$ cat config.mk
export PLATFORM = sky130hd
export DESIGN_NAME = comp_mem_ctrl
export DESIGN_NICKNAME = d
export VERILOG_FILES = /design/src/rtl/comp_mem_ctrl.sv
export SDC_FILE = /design/constraint.sdc
export NUM_CORES = 1
export LEC_CHECK = 0
export ABC_AREA = 1
export BUFFER_PORTS_ARGS = -buffer_cell sky130_fd_sc_hd__buf_2
export CAP_MARGIN = 20
export CORE_ASPECT_RATIO = 1.4
export CORE_UTILIZATION = 50
export DETAILED_ROUTE_END_ITERATION = 10
export PLACE_DENSITY = 0.77
export RECOVER_POWER = 50
export SKIP_LAST_GASP = 1
export SLEW_MARGIN = 20
export SYNTH_ARGS = -nofsm -noshare
export SYNTH_HDL_FRONTEND = slang
export SYNTH_SLANG_ARGS = --single-unit
$ cat constraint.sdc
create_clock -name clk -period 1.62 [get_ports clk]
set_clock_uncertainty 0.05 [all_clocks]
set_input_delay 0.243 -clock clk [delete_from_list [all_inputs] [get_ports clk]]
set_output_delay 0.243 -clock clk [all_outputs]
set_load 0.01 [all_outputs]
$ cat src/rtl/comp_mem_ctrl.sv
// Compensation weight memory sequencer: streams a full weight image into
// sequential write addresses, then serves column-group read requests.
module comp_mem_ctrl #(
  parameter int SIZE            = 8,
  parameter int NUM_COL         = 3,
  parameter int CMEM_SIZE       = SIZE * NUM_COL,
  parameter int CMEM_ADDR_WIDTH = $clog2(CMEM_SIZE)
) (
  input  logic                       clk,
  input  logic                       rst,
  input  logic                       load_start,
  input  logic [3:0]                 cw_in,
  input  logic                       cw_valid,
  output logic                       cw_ready,
  input  logic                       rd_req,
  input  logic [1:0]                 rd_col,
  output logic                       rd_ready,
  output logic [3:0]                 Compensation_Weight,
  output logic [CMEM_ADDR_WIDTH-1:0] Wr_Addr,
  output logic                       Wr_en,
  output logic [1:0]                 Rd_Addr,
  output logic                       Rd_en,
  output logic                       cw_out_valid,
  output logic [1:0]                 cw_out_col,
  output logic                       loaded,
  output logic                       err
);

  // state | meaning
  // IDLE  | no image, waiting for load_start
  // LOAD  | accepting weight beats
  // LAST  | final write visible, image complete next cycle
  // READY | image resident, no read in flight
  // READ  | read issued last cycle
  typedef enum logic [2:0] {IDLE, LOAD, LAST, READY, READ} state_t;

  localparam logic [CMEM_ADDR_WIDTH-1:0] LAST_ADDR = CMEM_ADDR_WIDTH'(CMEM_SIZE - 1);
  localparam logic [2:0]                 NUM_COL_W = 3'(NUM_COL);

  state_t                     state, state_nxt;
  logic [CMEM_ADDR_WIDTH-1:0] cnt, cnt_nxt;
  logic [CMEM_ADDR_WIDTH-1:0] wr_addr_nxt;
  logic [3:0]                 wdata_nxt;
  logic [1:0]                 rd_addr_nxt;
  logic                       wr_en_nxt, rd_en_nxt, loaded_nxt, err_nxt;
  logic                       beat, col_ok, rd_ok;

  assign cw_ready = (state == LOAD);
  assign rd_ready = ((state == READY) || (state == READ)) && !load_start;
  assign beat     = cw_valid && cw_ready && !load_start;
  assign col_ok   = ({1'b0, rd_col} < NUM_COL_W);
  assign rd_ok    = rd_req && rd_ready && col_ok;

  always_comb begin
    state_nxt   = state;
    cnt_nxt     = cnt;
    loaded_nxt  = loaded;
    err_nxt     = err;
    wr_en_nxt   = 1'b0;
    wr_addr_nxt = Wr_Addr;
    wdata_nxt   = Compensation_Weight;
    rd_en_nxt   = 1'b0;
    rd_addr_nxt = Rd_Addr;

    if (beat) begin
      wr_en_nxt   = 1'b1;
      wr_addr_nxt = cnt;
      wdata_nxt   = cw_in;
      cnt_nxt     = cnt + CMEM_ADDR_WIDTH'(1);
    end

    if (rd_ok) begin
      rd_en_nxt   = 1'b1;
      rd_addr_nxt = rd_col;
    end

    // Covers both a bad column and a request outside READY/READ.
    if (rd_req && !load_start && !rd_ok) err_nxt = 1'b1;

    case (state)
      IDLE:  state_nxt = IDLE;
      LOAD:  if (beat && (cnt == LAST_ADDR)) state_nxt = LAST;
      LAST: begin
        state_nxt  = READY;
        loaded_nxt = 1'b1;
      end
      READY, READ: state_nxt = rd_ok ? READ : READY;
      default: state_nxt = IDLE;
    endcase

    if (load_start) begin
      state_nxt  = LOAD;
      cnt_nxt    = '0;
      err_nxt    = 1'b0;
      loaded_nxt = 1'b0;
    end
  end

  always_ff @(posedge clk) begin
    if (rst) begin
      state               <= IDLE;
      cnt                 <= '0;
      loaded              <= 1'b0;
      err                 <= 1'b0;
      Wr_en               <= 1'b0;
      Wr_Addr             <= '0;
      Compensation_Weight <= '0;
      Rd_en               <= 1'b0;
      Rd_Addr             <= '0;
      cw_out_valid        <= 1'b0;
      cw_out_col          <= '0;
    end else begin
      state               <= state_nxt;
      cnt                 <= cnt_nxt;
      loaded              <= loaded_nxt;
      err                 <= err_nxt;
      Wr_en               <= wr_en_nxt;
      Wr_Addr             <= wr_addr_nxt;
      Compensation_Weight <= wdata_nxt;
      Rd_en               <= rd_en_nxt;
      Rd_Addr             <= rd_addr_nxt;
      // Memory output lags the read strobe by one cycle, even across a reload.
      cw_out_valid        <= Rd_en;
      cw_out_col          <= Rd_Addr;
    end
  end

endmodule

# --- After elaboration in Yosys (flattened, before gate mapping) ---
# Index checks and enable logic that the tools add are counted.
totals:
  word_cells: 40
  reg_bits: 26
  output_inout_bits: 20
op_classes:
  magnitude_cmp: 1
  n_mux: 6
  n_eq_ne: 7
  reduce_logical: 13
  n_addsub: 1
op_table:
  columns: ["op", "count"]
  rows:
  - ["$pmux W3 S3", 1]
  - ["$logic_and A1 B1 Y1", 8]
  - ["$eq A3 B2 Y1 const B", 2]
  - ["$mux W3", 2]
  - ["$add A5 B1 Y5 const B", 1]
  - ["$eq A5 B5 Y1 const B", 1]
  - ["$reduce_or A2 Y1", 2]
  - ["$eq A3 B1 Y1 const B", 1]
  - ["$eq A3 B3 Y1 const B", 1]
  - ["$mux W1", 3]
  - ["$ne A3 B2 Y1 const B", 1]
  - ["$logic_not A1 Y1", 2]
  - ["$lt A2 B2 Y1 const B", 1]
  - ["$ne A2 B1 Y1 const B", 1]
  - ["$logic_or A1 B1 Y1", 1]

# --- Longest topological paths before layout ---
# Gate-level depths: netlist of run 1.
logic_depth:
  ltp_word: 8
  depth_mapped: 7
  ltp_nobuf: 7

# --- Worst setup path after synthesis of run 1 ---
# OpenSTA, ideal clock, no wires.
synth_path:
  kind: "register to register"
  startpoint: "reg cnt[0]"
  endpoint: "reg state[0]"
  slack_ns: 0.465
  setup_ns: 0.119
  arrival_time_ns: 0.986
  stages_incl_launch_ff: 7
  path_buffers: 0
  period_less_slack_ns: 1.155
  t_required_ns: 1.451
  path_cell_list: "dfxtp_1 > ha_1 > nand3_1 > nor2_1 > a21oi_1 > nor2_1 > nor2_1"
synth_via:
  elab_chain_cells: 3
synth_lines:
  columns: ["item", "line_no", "rtl"]
  rows:
  - ["from (decl)", "41", "logic [CMEM_ADDR_WIDTH-1:0] cnt, cnt_nxt;"]
  - ["from (signal assigned)", "114", "cnt <= cnt_nxt;"]
  - ["$eq A5 B5 Y1", "82", "LOAD: if (beat && (cnt == LAST_ADDR)) state_nxt = LAST;"]
  - ["$logic_and A1 B1 Y1", "82", null]
  - ["$ne A3 B2 Y1 (no source line)", null, null]
  - ["to (signal assigned)", "113", "state <= state_nxt;"]
  - ["to (decl)", "40", "state_t state, state_nxt;"]
# No other way between the ends.
# A chain may end at the register's enable or synchronous reset.

# --- Worst setup path in the final report of run 1 ---
layout_path:
  startpoint: "reg state[2]"
  endpoint: "out rd_ready"
layout_via:
  elab_chain_cells: 3
  elab_cells_between_ends: 4
layout_lines:
  columns: ["item", "line_no", "rtl"]
  rows:
  - ["$eq A3 B2 Y1 or $eq A3 B3 Y1 (tied branches)", "49", "assign rd_ready = ((state == READY) || (state == READ)) && !load_start;"]
  - ["$logic_or A1 B1 Y1 (*)", "49", null]
  - ["$logic_and A1 B1 Y1 (*)", "49", null]
  - ["to (decl)", "17", "output logic rd_ready,"]
# Every way passes the cells marked *; elsewhere a longest branch is shown, timed or not.

==> results of run 1 <==
==> cells in the mapped netlist, types with 2 or more instances <==
cell | number | share of area
sky130_fd_sc_hd__a21oi_1 | 9 | 0.041
sky130_fd_sc_hd__a21oi_2 | 5 | 0.040
sky130_fd_sc_hd__dfxtp_1 | 26 | 0.48
sky130_fd_sc_hd__inv_1 | 17 | 0.059
sky130_fd_sc_hd__inv_2 | 3 | 0.010
sky130_fd_sc_hd__nand2_1 | 26 | 0.090
sky130_fd_sc_hd__nand2_2 | 6 | 0.035
sky130_fd_sc_hd__nand3_1 | 8 | 0.037
sky130_fd_sc_hd__nor2_1 | 22 | 0.076
sky130_fd_sc_hd__o21ai_0 | 7 | 0.032
sky130_fd_sc_hd__xor2_1 | 2 | 0.016
==> kinds of logic after synthesis <==
| family | count (synthesis) | synth area share |
|---|---|---|
| AO/OA/AOI/OAI | 22 | 0.119 |
| XOR/XNOR | 2 | 0.0161 |
| adder cells (fa/ha/maj) | 1 | 0.0115 |
| buffers and inverters | 23 | 0.0978 |
| flip-flops | 26 | 0.479 |
| AND/OR/NAND/NOR | 65 | 0.277 |
==> power groups by stage <==
stage / combinational, W / clock (W) / sequential [W]
after floorplan: 0.0000664 / 0 / 0.000681
after global placement: 0.0000995 / 0 / 0.000677
after detailed placement: 0.000102 / 0 / 0.000678
after CTS: 0.000103 / 0.000447 / 0.000664
after global routing: 0.000113 / 0.000476 / 0.000667
final: 0.0000994 / 0.000444 / 0.000664
==> layout by cell type (no fill, tap or decap) <==
master	Yosys	final
sky130_fd_sc_hd__a21oi_1	9	9
sky130_fd_sc_hd__a21oi_2	5	5
sky130_fd_sc_hd__buf_2	1	12
sky130_fd_sc_hd__bufinv_16	0	1
sky130_fd_sc_hd__clkbuf_1	0	18
sky130_fd_sc_hd__clkbuf_4	0	3
sky130_fd_sc_hd__dfxtp_1	26	25
sky130_fd_sc_hd__dfxtp_2	0	1
sky130_fd_sc_hd__ha_1	1	1
sky130_fd_sc_hd__inv_1	17	17
sky130_fd_sc_hd__inv_2	3	3
sky130_fd_sc_hd__nand2_1	26	26
sky130_fd_sc_hd__nand2_2	6	6
sky130_fd_sc_hd__nand3_1	8	8
sky130_fd_sc_hd__nand3_4	1	1
sky130_fd_sc_hd__nand4_1	1	1
sky130_fd_sc_hd__nor2_1	22	22
sky130_fd_sc_hd__nor2_8	1	1
sky130_fd_sc_hd__o21ai_0	7	6
sky130_fd_sc_hd__o21ai_1	1	2
sky130_fd_sc_hd__xor2_1	2	2
==> per-layer routing <==
layer	routed length, µm	track usage	up-vias
li1	-	-	496
met1	877	0.207	434
met2	1130	0.335	20
met3	74	0.0316	4
met4	30	0.106	0
met5	0	0	-
==> final cells by class <==
class	instances	area [µm²]	area share
sequential	26	522	0.413
multi-input combinational	90	460	0.364
timing repair buffer	30	128	0.101
inverter	20	75.1	0.0594
clock inverter	1	30.0	0.0238
tap	21	26.3	0.0208
clock buffer	3	22.5	0.0178
==> state kept, by name, indices dropped and copies added, names as in the netlist <==
signal,count
Wr_en,1
err,1
cw_out_col,2
cnt,5
Rd_en,1
cw_out_valid,1
Rd_Addr,2
Wr_Addr,5
state,3
Compensation_Weight,4
loaded,1
==> metrics by stage <==
step	util	hold WS [ps]	instance area, µm²	cells
after floorplan	-	328	1090	139
after global placement	0.617	358	1230	187
after detailed placement	0.617	372	1230	187
after CTS	0.643	88.4	1280	191
after global routing	0.633	89.1	1260	191
final	0.633	77.0	1260	191
==> final timing paths <==
check	from	endpoint	slack [ps]	cells past startpoint
worst max-delay path	state[2]	rd_ready	130	5
worst min-delay path	cw_in[0]	Compensation_Weight[0]	80	3
worst max register to register	state[2]	Wr_Addr[4]	280	6
worst min register to register	Rd_en	cw_out_valid	390	2
==> worst register-to-register path: cells and delay by family (launching register included) <==
family                 cells  cell delay (ps)
and+or+nand+nor            3              470
buffers and inverters      2              280
AOI/OAI and AO/OA          1               50
DFF                        1              370
==> results, run 1 <==
- The run finished with clean final reports.
- The critical path arrival is around 1200 ps.
- Summed over all failing endpoints, the final setup total negative slack is 0 ps.
- The power share of the sequential group is 0.550.
- The count of routing violations after the opening detailed-route iteration is 7.
- Entering global routing, the biggest net connects 20 pins.
- Summing internal, switching and leakage power gives between 0.001 and 0.0015 W.
- The clock passes through at most 2 buffers.
- The mean cell area of the mapped netlist is 7.82 µm².
- The main flop type after synthesis is sky130_fd_sc_hd__dfxtp_1.
- The remaining antenna violation count is 0.
- The worst-case setup slack after placement is between 200 and 250 ps.
- The final-report setup violation count is 0.
- The class of the worst hold path is in2reg.
- The number of antenna diodes in the final layout is 0.
- By instance count, the cell type seen most on the critical path is sky130_fd_sc_hd__nand2_1.
- For the worst setup path, the data required time is 1330 ps.
- The hold violation total from the final report is 0.
- For this run, the top clock speed supported by timing is between 600 and 700 MHz.
- Fill cells in the final layout number between 150 and 200.
- Dividing total power by cell area gives a power density of between 900 and 1000 nW/µm².
- The number of max-slew violations in the final report is 0.
- The sequential share of the synthesized area is 0.479.
- The analysis attributes to cell leakage a power of 0.573 nW.
- The cell internal power dissipation is roughly 0.00094 W.
- The growth of design area from synthesis to finish is 16.2%.
- For this run, the total global-route usage over all layers was measured as 0.188.
- The maximum vdd ir drop is between 900 and 1000 µV.
- After clock tree synthesis, the clock-pin slew on the worst setup and hold paths is about 140 ps.
- In the synthesized netlist the async set-or-reset flop fraction comes to 0.
- The post-detailed-route DRC marker count is 0.
- The aggregate global routing overflow is 0.
- The first global-routing pass estimated between 3000 and 4000 µm of wire.
- From bottom edge to top edge, the die measures about 57 µm.
- The endpoint class of the critical path is a primary output.
- TritonCTS built the clock tree.
- The clock buffer count from CTS is 3.
- On the worst path, the slowest cell contributes a delay of between 400 and 500 ps.
- The master of the slowest instance on the critical path is sky130_fd_sc_hd__dfxtp_1.
- The HPWL reported at the end of detailed placement is 1590 µm.
- The switching share of power is 0.223.
- Setup repair after global routing left no endpoint under its margin.
- The total buffers and inverters traversed by the critical path is 2.
- The deepest level of the CTS H-tree is 1.
- Max-cap violations in this run came to 0.
- In this run, synthesis inferred 0 flip-flops with an integrated enable.
- The total detailed-routing wirelength is ~2100 µm.
- The measured slew at the worst slew-check pin is 515 ps.
- The post-synthesis sequential element count is 26.
- The net count of the finished layout is between 150 and 200.
- Of the total power, the clock network draws 0.368.
- The count of instances resized after the clock tree is built is 0.
- The average wire length per cell after detail routing is approximately 11 µm.
- The fraction of layout cells with a size suffix above 1 is 0.194.
- Walking the worst path, the cells encountered are inv_2 > nand2_1 > nand2_1 > nor2_1 > buf_2.
- The width of the chip is slightly above 40 µm.
- The combinational share of power is 0.082.
- Measured against its own limit, the worst slew margin works out to 0.657.
- Row generation in the floorplan step produced 19 rows.
- The tree is rooted in a sky130_fd_sc_hd__clkbuf_4.
- At the later pin of the worst-skew pair, clock insertion delay measures ~330 ps.
- The kind of launch point of the worst setup path is a flip-flop.
- The critical path is of the reg2out type.
- The kind of cell adding the most delay to the critical path is flip-flops.
- The net switching component of the power is about 0.00027 W.
- The largest fanout of any net on the critical path is 4.
- The routed layout has between 900 and 1000 vias.
- The number of hold-repair buffers added at the cts stage is 0.
- The initial utilization of the core area, before any placement, comes to 0.544.
- The count of pins on the block boundary is 31.
- In this run, distinct cell masters in the synthesized netlist total 19.
- In the finished design, the share of the clock period the worst path needs comes to 0.918.
- The final worst slack is between 100 and 150 ps.
- The floorplan step defined a die boundary enclosing roughly 2400 µm².
- When the netlist entered floorplanning its net count stood at between 150 and 200.
- The clock net in this run drives a total of 26 sinks.
- The first detailed-routing pass ran for 4 iterations.
- The via count of the first global-routing pass was roughly 900.
- Using the TritonRoute via totals, the vias-per-cell ratio works out to ~5.0.
- The mapped netlist covers 1090 µm².
- The number of setup buffers added after CTS is 0.
- The number of buffers added on ports is 30.
- The number of antenna violations at the first check in global routing is 0.
- The Yosys step of the flow raised 0 warnings.
- Subtracting the final worst setup slack from the clock period gives 1490 ps.
- The synthesized instance count is approximately 140.
- At the end of routability-driven placement, the weighted congestion stood at between 0.8 and 0.9.
- The core outline area is ~2000 µm².
Note: power is estimated with default switching activity, not from simulation.
==> run 2: changes to the inputs <==
--- a/config.mk
+++ b/config.mk
@@ -6,12 +6,12 @@
 export NUM_CORES = 1
 export LEC_CHECK = 0
 export ABC_AREA = 1
-export BUFFER_PORTS_ARGS = -buffer_cell sky130_fd_sc_hd__buf_2
 export CAP_MARGIN = 20
 export CORE_ASPECT_RATIO = 1.4
-export CORE_UTILIZATION = 50
+export CORE_UTILIZATION = 55
 export DETAILED_ROUTE_END_ITERATION = 10
-export PLACE_DENSITY = 0.77
+export DONT_BUFFER_PORTS = 1
+export PLACE_DENSITY = 0.7
 export RECOVER_POWER = 50
 export SKIP_LAST_GASP = 1
 export SLEW_MARGIN = 20
==> results, run 2 (synthesized netlist as in run 1, its figures left out) <==
- The critical path arrival is approximately 1200 ps.
- The wire length of the first global-routing pass is ~3200 µm.
- With fillers left out, the area of the finished cells amounts to 1170 µm².
- The largest incremental delay on the critical path is approximately 380 ps.
- CTS saw 26 sinks.
- The clock edge transition at the registers on the reported setup and hold paths is between 100 and 150 ps.
- The instance area after placement is ~1100 µm².
- The number of nets in the finished design is around 160.
- The die outline height is about 55 µm.
- The count of placed standard cells including taps is 156.
- The floorplan has 18 rows.
- The via count of the first global-routing pass came to approximately 800.
- The number of cells on the worst reg-to-reg path is 5.
- The remaining antenna violation count is 0.
- The number of max-slew violations in the final report is 0.
- The number of hold-repair buffers added at the cts stage is 4.
- The number of vias in the routed layout is 864.
- The total of max-cap violations is 0.
- The signal on the critical path passes through o21ai_0 > nand2_1 > nor2_1.
- The setup check on the worst reg-to-reg path leaves a slack of ~290 ps.
- Grouping stages by cell kind, the critical path spends the most delay in flip-flops.
- The count of pins on the block boundary is 31.
- The number of antenna violations at the first check in global routing is 0.
- The count of routing violations after the opening detailed-route iteration is 4.
- The number of buffers added on ports is 0.
- The total detailed-routing wirelength is 1960 µm.
- Gates resized during post-CTS repair numbered 0.
- The critical path starts at state[1].
- The finished layout holds roughly 160 standard cells, fillers aside.
- Based on the critical path, the design can be clocked at up to around 660 MHz.
- Prior to clock tree synthesis, the placed netlist has a worst setup slack of 302 ps.
- The type of the setup path with the least slack is reg2out.
- The termination of the worst setup path is rd_ready.
- For this configuration, the core starts out at a cell density of 0.603.
- The data required time at the worst endpoint is 1330 ps.
- In the routed design, unresolved DRC markers number 0.
- In this run the number of cells on the critical path is 3.
- Setup repair after global routing left no endpoint under its margin.
- The largest fanout of any net on the critical path is 5.
- In this run the deepest clock path goes through 2 buffers.
- The clock root buffer is sky130_fd_sc_hd__clkbuf_4.
- The final worst-path cycle share is 0.938.
- Of the cells placed in the final design, the portion with a size suffix greater than 1 is 0.139.
- The largest registers in the layout are Wr_Addr x5, cnt x5, Compensation_Weight x4.
- The class of the worst hold path is in2reg.
- CTS built an H-tree with a depth of 1.
- The measured slew at the worst slew-check pin is 362 ps.
- Compared with the post-synthesis result, the final layout area differs by 7.94%.
- The run finished with clean final reports.
- 0 antenna diodes ended up in the layout.
- The insertion delay to the later sink of the worst-skew pair is between 300 and 400 ps.
- For this run the aggregate overflow at the end of global routing stands at 0.
- The core outline area is ~1800 µm².
- The final worst slack is 101 ps.
- The clock buffer count from CTS is 3.
- The worst-case headroom to the max-slew limit is 0.758.
- For this design the static power due to leakage is slightly above 0.5 nW.
- The reg-to-reg endpoint is Compensation_Weight[0].
- In the layout the commonest cells are sky130_fd_sc_hd__dfxtp_1, sky130_fd_sc_hd__nand2_1, sky130_fd_sc_hd__nor2_1.
- The last weighted congestion value of the routability-driven placer is 0.753.
- Using the TritonRoute via totals, the vias-per-cell ratio works out to 5.27.
- The power density over the cells is 1010 nW/µm².
- The floorplan die area is ~2200 µm².
- STA classifies the critical path startpoint as a flip-flop.
- The worst setup path is captured at a primary output.
- The global router's overall resource usage is 0.217.
- Across all hold checks on the routed design, the worst slack comes to between 15 and 20 ps.
- The maximum number of pins on one net before global-route repair is 20.
- In this run the critical register-to-register path is launched from state[0].
- The TritonCTS clock tree is done.
- The final critical path time including I/O delays and setup is between 1500 and 2000 ps.
- The width of the chip is ~40 µm.
- Adding up every negative setup slack in the final design gives 0 ps.
- The total buffers and inverters traversed by the critical path is 0.
- The hold violation total from the final report is 0.
- After clock tree synthesis, the setup repair step added 0 buffers.
- The master of the slowest instance on the critical path is sky130_fd_sc_hd__dfxtp_1.
- The average wire length per cell after detail routing is roughly 12 µm.
- The HPWL reported at the end of detailed placement is 1440 µm.
- The maximum vdd ir drop is between 600 and 700 µV.
- The first detailed-routing pass took 4 iterations.
- Setup violations remaining at the end of the flow were counted as 0.
==> run 2: cell count changes in the layout (fill, tap and decap cells not counted), sizes merged <==
| cell | delta |
|---|---|
| clkbuf | -18 |
| dlygate4sd3 | +4 |
| buf | -12 |
==> run 2: worst min-delay path by stage <==
stage                   start                     end  depth (start not counted)
detailed placement        rst              Wr_Addr[0]                          1
global placement          rst              Wr_Addr[4]                          1
floorplan            cw_in[0]  Compensation_Weight[0]                          2
global route        rd_col[1]              Rd_Addr[1]                          2
finish               cw_in[1]  Compensation_Weight[1]                          2
CTS                  cw_in[1]  Compensation_Weight[1]                          2
==> run 2: layout make-up <==
class / instances / area (µm²)
Clock buffer: 3 / 22.5
Inverter: 20 / 75.1
Tap cell: 20 / 25.0
Multi-Input combinational cell: 90 / 460
Timing Repair Buffer: 4 / 40.0
Sequential cell: 26 / 520
Clock inverter: 1 / 30.0
Fill cell: 168 / 628
==> run 2: power by group <==
group | internal [W] | leakage [nW] | total (W) | switching (W)
clock | 0.000250 | 0.0279 | 0.000435 | 0.000185
sequential | 0.000653 | 0.211 | 0.000669 | 0.0000162
combinational | 0.0000278 | 0.279 | 0.0000797 | 0.0000519
total | 0.000931 | 0.517 | 0.00118 | 0.000253
==> run 2: worst register-to-register path: stages (launching register included) <==
cell and delay, ps:
sky130_fd_sc_hd__dfxtp_1 460, sky130_fd_sc_hd__nand3_4 140, sky130_fd_sc_hd__nor2_8 250, sky130_fd_sc_hd__inv_2 180
sky130_fd_sc_hd__nor2_1 110, sky130_fd_sc_hd__nor2_1 60
==> run 2: metrics by stage <==
step	utilization	power, W
after floorplan	-	0.000747
after global placement	0.600	0.000750
after detailed placement	0.600	0.000752
after CTS	0.651	0.00120
after global routing	0.651	0.00122
final	0.651	0.00118
==> run 2: per-layer routing <==
| layer | part of all wire | track usage |
|---|---|---|
| met1 | 0.40 | 0.219 |
| met5 | 0 | 0 |
| met3 | 0.037 | 0.0244 |
| met4 | 0.017 | 0.115 |
| met2 | 0.54 | 0.410 |
==> run 3: changes to the inputs <==
--- a/config.mk
+++ b/config.mk
@@ -11,8 +11,10 @@
 export CORE_UTILIZATION = 55
 export DETAILED_ROUTE_END_ITERATION = 10
 export DONT_BUFFER_PORTS = 1
+export HOLD_SLACK_MARGIN = 0.05
 export PLACE_DENSITY = 0.7
 export RECOVER_POWER = 50
+export REMOVE_ABC_BUFFERS = 1
 export SKIP_LAST_GASP = 1
 export SLEW_MARGIN = 20
 export SYNTH_ARGS = -nofsm -noshare
==> results, run 3 (synthesized netlist as in run 1, its figures left out) <==
- The growth of design area from synthesis to finish is 10.7%.
- At the later pin of the worst-skew pair, clock insertion delay measures approximately 320 ps.
- The highest clock frequency the design can meet is slightly below 700 MHz.
- Port buffering added 0 buffers.
- The count of pins on the block boundary is 31.
- The tool flagged a number of max-cap violations equal to 0.
- The hold violation total from the final report is 0.
- The first global-routing pass estimated roughly 3200 µm of wire.
- Entering global routing, the biggest net connects 20 pins.
- The clock buffer count from CTS is 3.
- The count of routing violations after the opening detailed-route iteration is 8.
- In the finished design, the share of the clock period the worst path needs comes to 0.910.
- The endpoint class of the critical path is a primary output.
- The number of nets in the finished design is 160.
- The clock edge transition at the registers on the reported setup and hold paths is roughly 130 ps.
- Data arrives at the worst endpoint at 1180 ps.
- The detailed router placed about 870 vias in this run.
- At the worst endpoint, the required time is about 1300 ps.
- The count of placed standard cells including taps is between 150 and 200.
- Setup repair after global routing left no endpoint under its margin.
- The die outline height is approximately 55 µm.
- The final-report setup violation count is 0.
- The core outline area is ~1800 µm².
- Before antenna repair, the detailed router went through 4 iterations.
- The worst hold path passes through 3 cells.
- Of the cells placed in the final design, the portion with a size suffix greater than 1 is 0.136.
- The setup check on the worst reg-to-reg path leaves a slack of roughly 290 ps.
- Leaving out fill and tap cells, the most frequent cells in the layout are sky130_fd_sc_hd__dfxtp_1, sky130_fd_sc_hd__nand2_1, sky130_fd_sc_hd__nor2_1.
- The measured slew at the worst slew-check pin is 363 ps.
- In the global route stage, overall resource usage came out at 0.220.
- The congestion estimate from routability-driven global placement came to 0.778.
- The TritonCTS clock tree is done.
- For this run, design rule violations remaining after detail routing come to 0.
- Power spread over the standard cell area amounts to roughly 990 nW/µm².
- The class of the worst hold path is in2reg.
- The final critical path time including I/O delays and setup is 1470 ps.
- CTS built an H-tree with a depth of 1.
- For this configuration, the core starts out at a cell density of 0.603.
- Clock tree synthesis found a total of 26 sinks.
- In the final layout, the registers with the most flip-flops are Wr_Addr x5, cnt x5, Compensation_Weight x4.
- The via count normalized by instance count is between 5 and 6.
- The worst hold path terminates at state[1].
- The wire-length estimate of the detail-placed layout is around 1400 µm.
- The number of antenna diodes is 0.
- The average wire length per cell after detail routing is between 10 and 15 µm.
- Adding up every negative setup slack in the final design gives 0 ps.
- The worst register-to-register path begins at state[0].
- The number of max-slew violations in the final report is 0.
- The width of the chip is between 30 and 40 µm.
- Global routing finished with a remaining overflow of 0.
- The maximum vdd ir drop is ~600 µV.
- The hold path startpoint is rst.
- The total detailed-routing wirelength is ~2000 µm.
- Total power for the finished layout comes to about 0.0012 W.
- The via count of the first global-routing pass is about 780.
- The floorplan step defined a die boundary enclosing between 2000 and 2500 µm².
- By startpoint and endpoint, the worst setup path is classified as reg2out.
- Summed over all cells, the static leakage comes to approximately 0.53 nW.
- In this run the worst path has a maximum fanout of 5.
- The cell sitting at the root of the clock tree is a sky130_fd_sc_hd__clkbuf_4.
- The worst-case headroom to the max-slew limit is 0.757.
- The remaining antenna violation count is 0.
- In this run the critical register-to-register path is captured at cnt[1].
- The standard-cell row count is 18.
- The number of cells on the worst reg-to-reg path is 5.
- STA classifies the critical path startpoint as a flip-flop.
- The flow ran to the end, and the final reports show no timing, DRC or antenna violations.
- The final cell count without fillers is approximately 170.
- The maximum buffer depth of the clock tree is 2.
- The number of antenna violations at the first check in global routing is 0.
[run 3: cell types whose count changed in the layout (fill, tap and decap cells not counted)]
cell                            delta
sky130_fd_sc_hd__dlygate4sd3_1     +3
sky130_fd_sc_hd__o21ai_0           -1
sky130_fd_sc_hd__o21ai_1           +1
[run 3: what timing repair did]
item                                   4_1_cts  5_1_grt
setup endpoints to repair                    0        1
endpoints found under the hold margin       13        0
gates resized for setup                      0        1
buffers inserted                             0        0
hold buffers                                 7        0
[run 3: final cells by class]
| type | instances | area (µm²) |
|---|---|---|
| flip-flops and latches | 26 | 520 |
| multi-input cells | 90 | 460 |
| well taps | 20 | 25.0 |
| repair buffers | 7 | 70.1 |
| clock inverters | 1 | 30.0 |
| fillers | 177 | 598 |
| clock buffers | 3 | 22.5 |
| inverters | 20 | 75.1 |
[run 3: per-layer routing]
metal | up-vias | GRT usage | part of all wire
li1 | 448 | - | -
met1 | 387 | 0.237 | 0.40
met2 | 24 | 0.369 | 0.52
met3 | 6 | 0.0650 | 0.055
met4 | 0 | 0.132 | 0.022
met5 | - | 0 | 0
[run 3: worst max-delay path by stage]
stage,start,to,slack [ps]
floorplan,state[0],Compensation_Weight[0],470
global placement,state[0],Compensation_Weight[2],360
detailed placement,state[0],cnt[1],310
CTS,state[1],rd_ready,100
global route,state[0],rd_ready,8
finish,state[0],rd_ready,150
[run 3: power breakdown]
part	switching [W]	internal [W]	total, W
sequential	0.0000164	0.000653	0.000670
clock	0.000187	0.000250	0.000437
combinational	0.0000514	0.0000326	0.0000840
total	0.000254	0.000936	0.00119
[run 3: per-stage QoR]
step / hold slack [ps] / util / cell area (µm²) / setup slack (ps)
after CTS: 74.4 / 0.668 / 1200 / 96.3
after detailed placement: 260 / 0.600 / 1080 / 314
after floorplan: 255 / - / 1060 / 470
final: 85.0 / 0.668 / 1200 / 146
after global routing: 80.1 / 0.668 / 1200 / 7.90
after global placement: 257 / 0.600 / 1080 / 364
[run 3: worst max-delay path: stages, from the launching register on]
cell and delay (ps):
sky130_fd_sc_hd__dfxtp_1 460, sky130_fd_sc_hd__nand2_1 80, sky130_fd_sc_hd__nand2_1 80, sky130_fd_sc_hd__nand2_1 70, sky130_fd_sc_hd__nor2_1 180
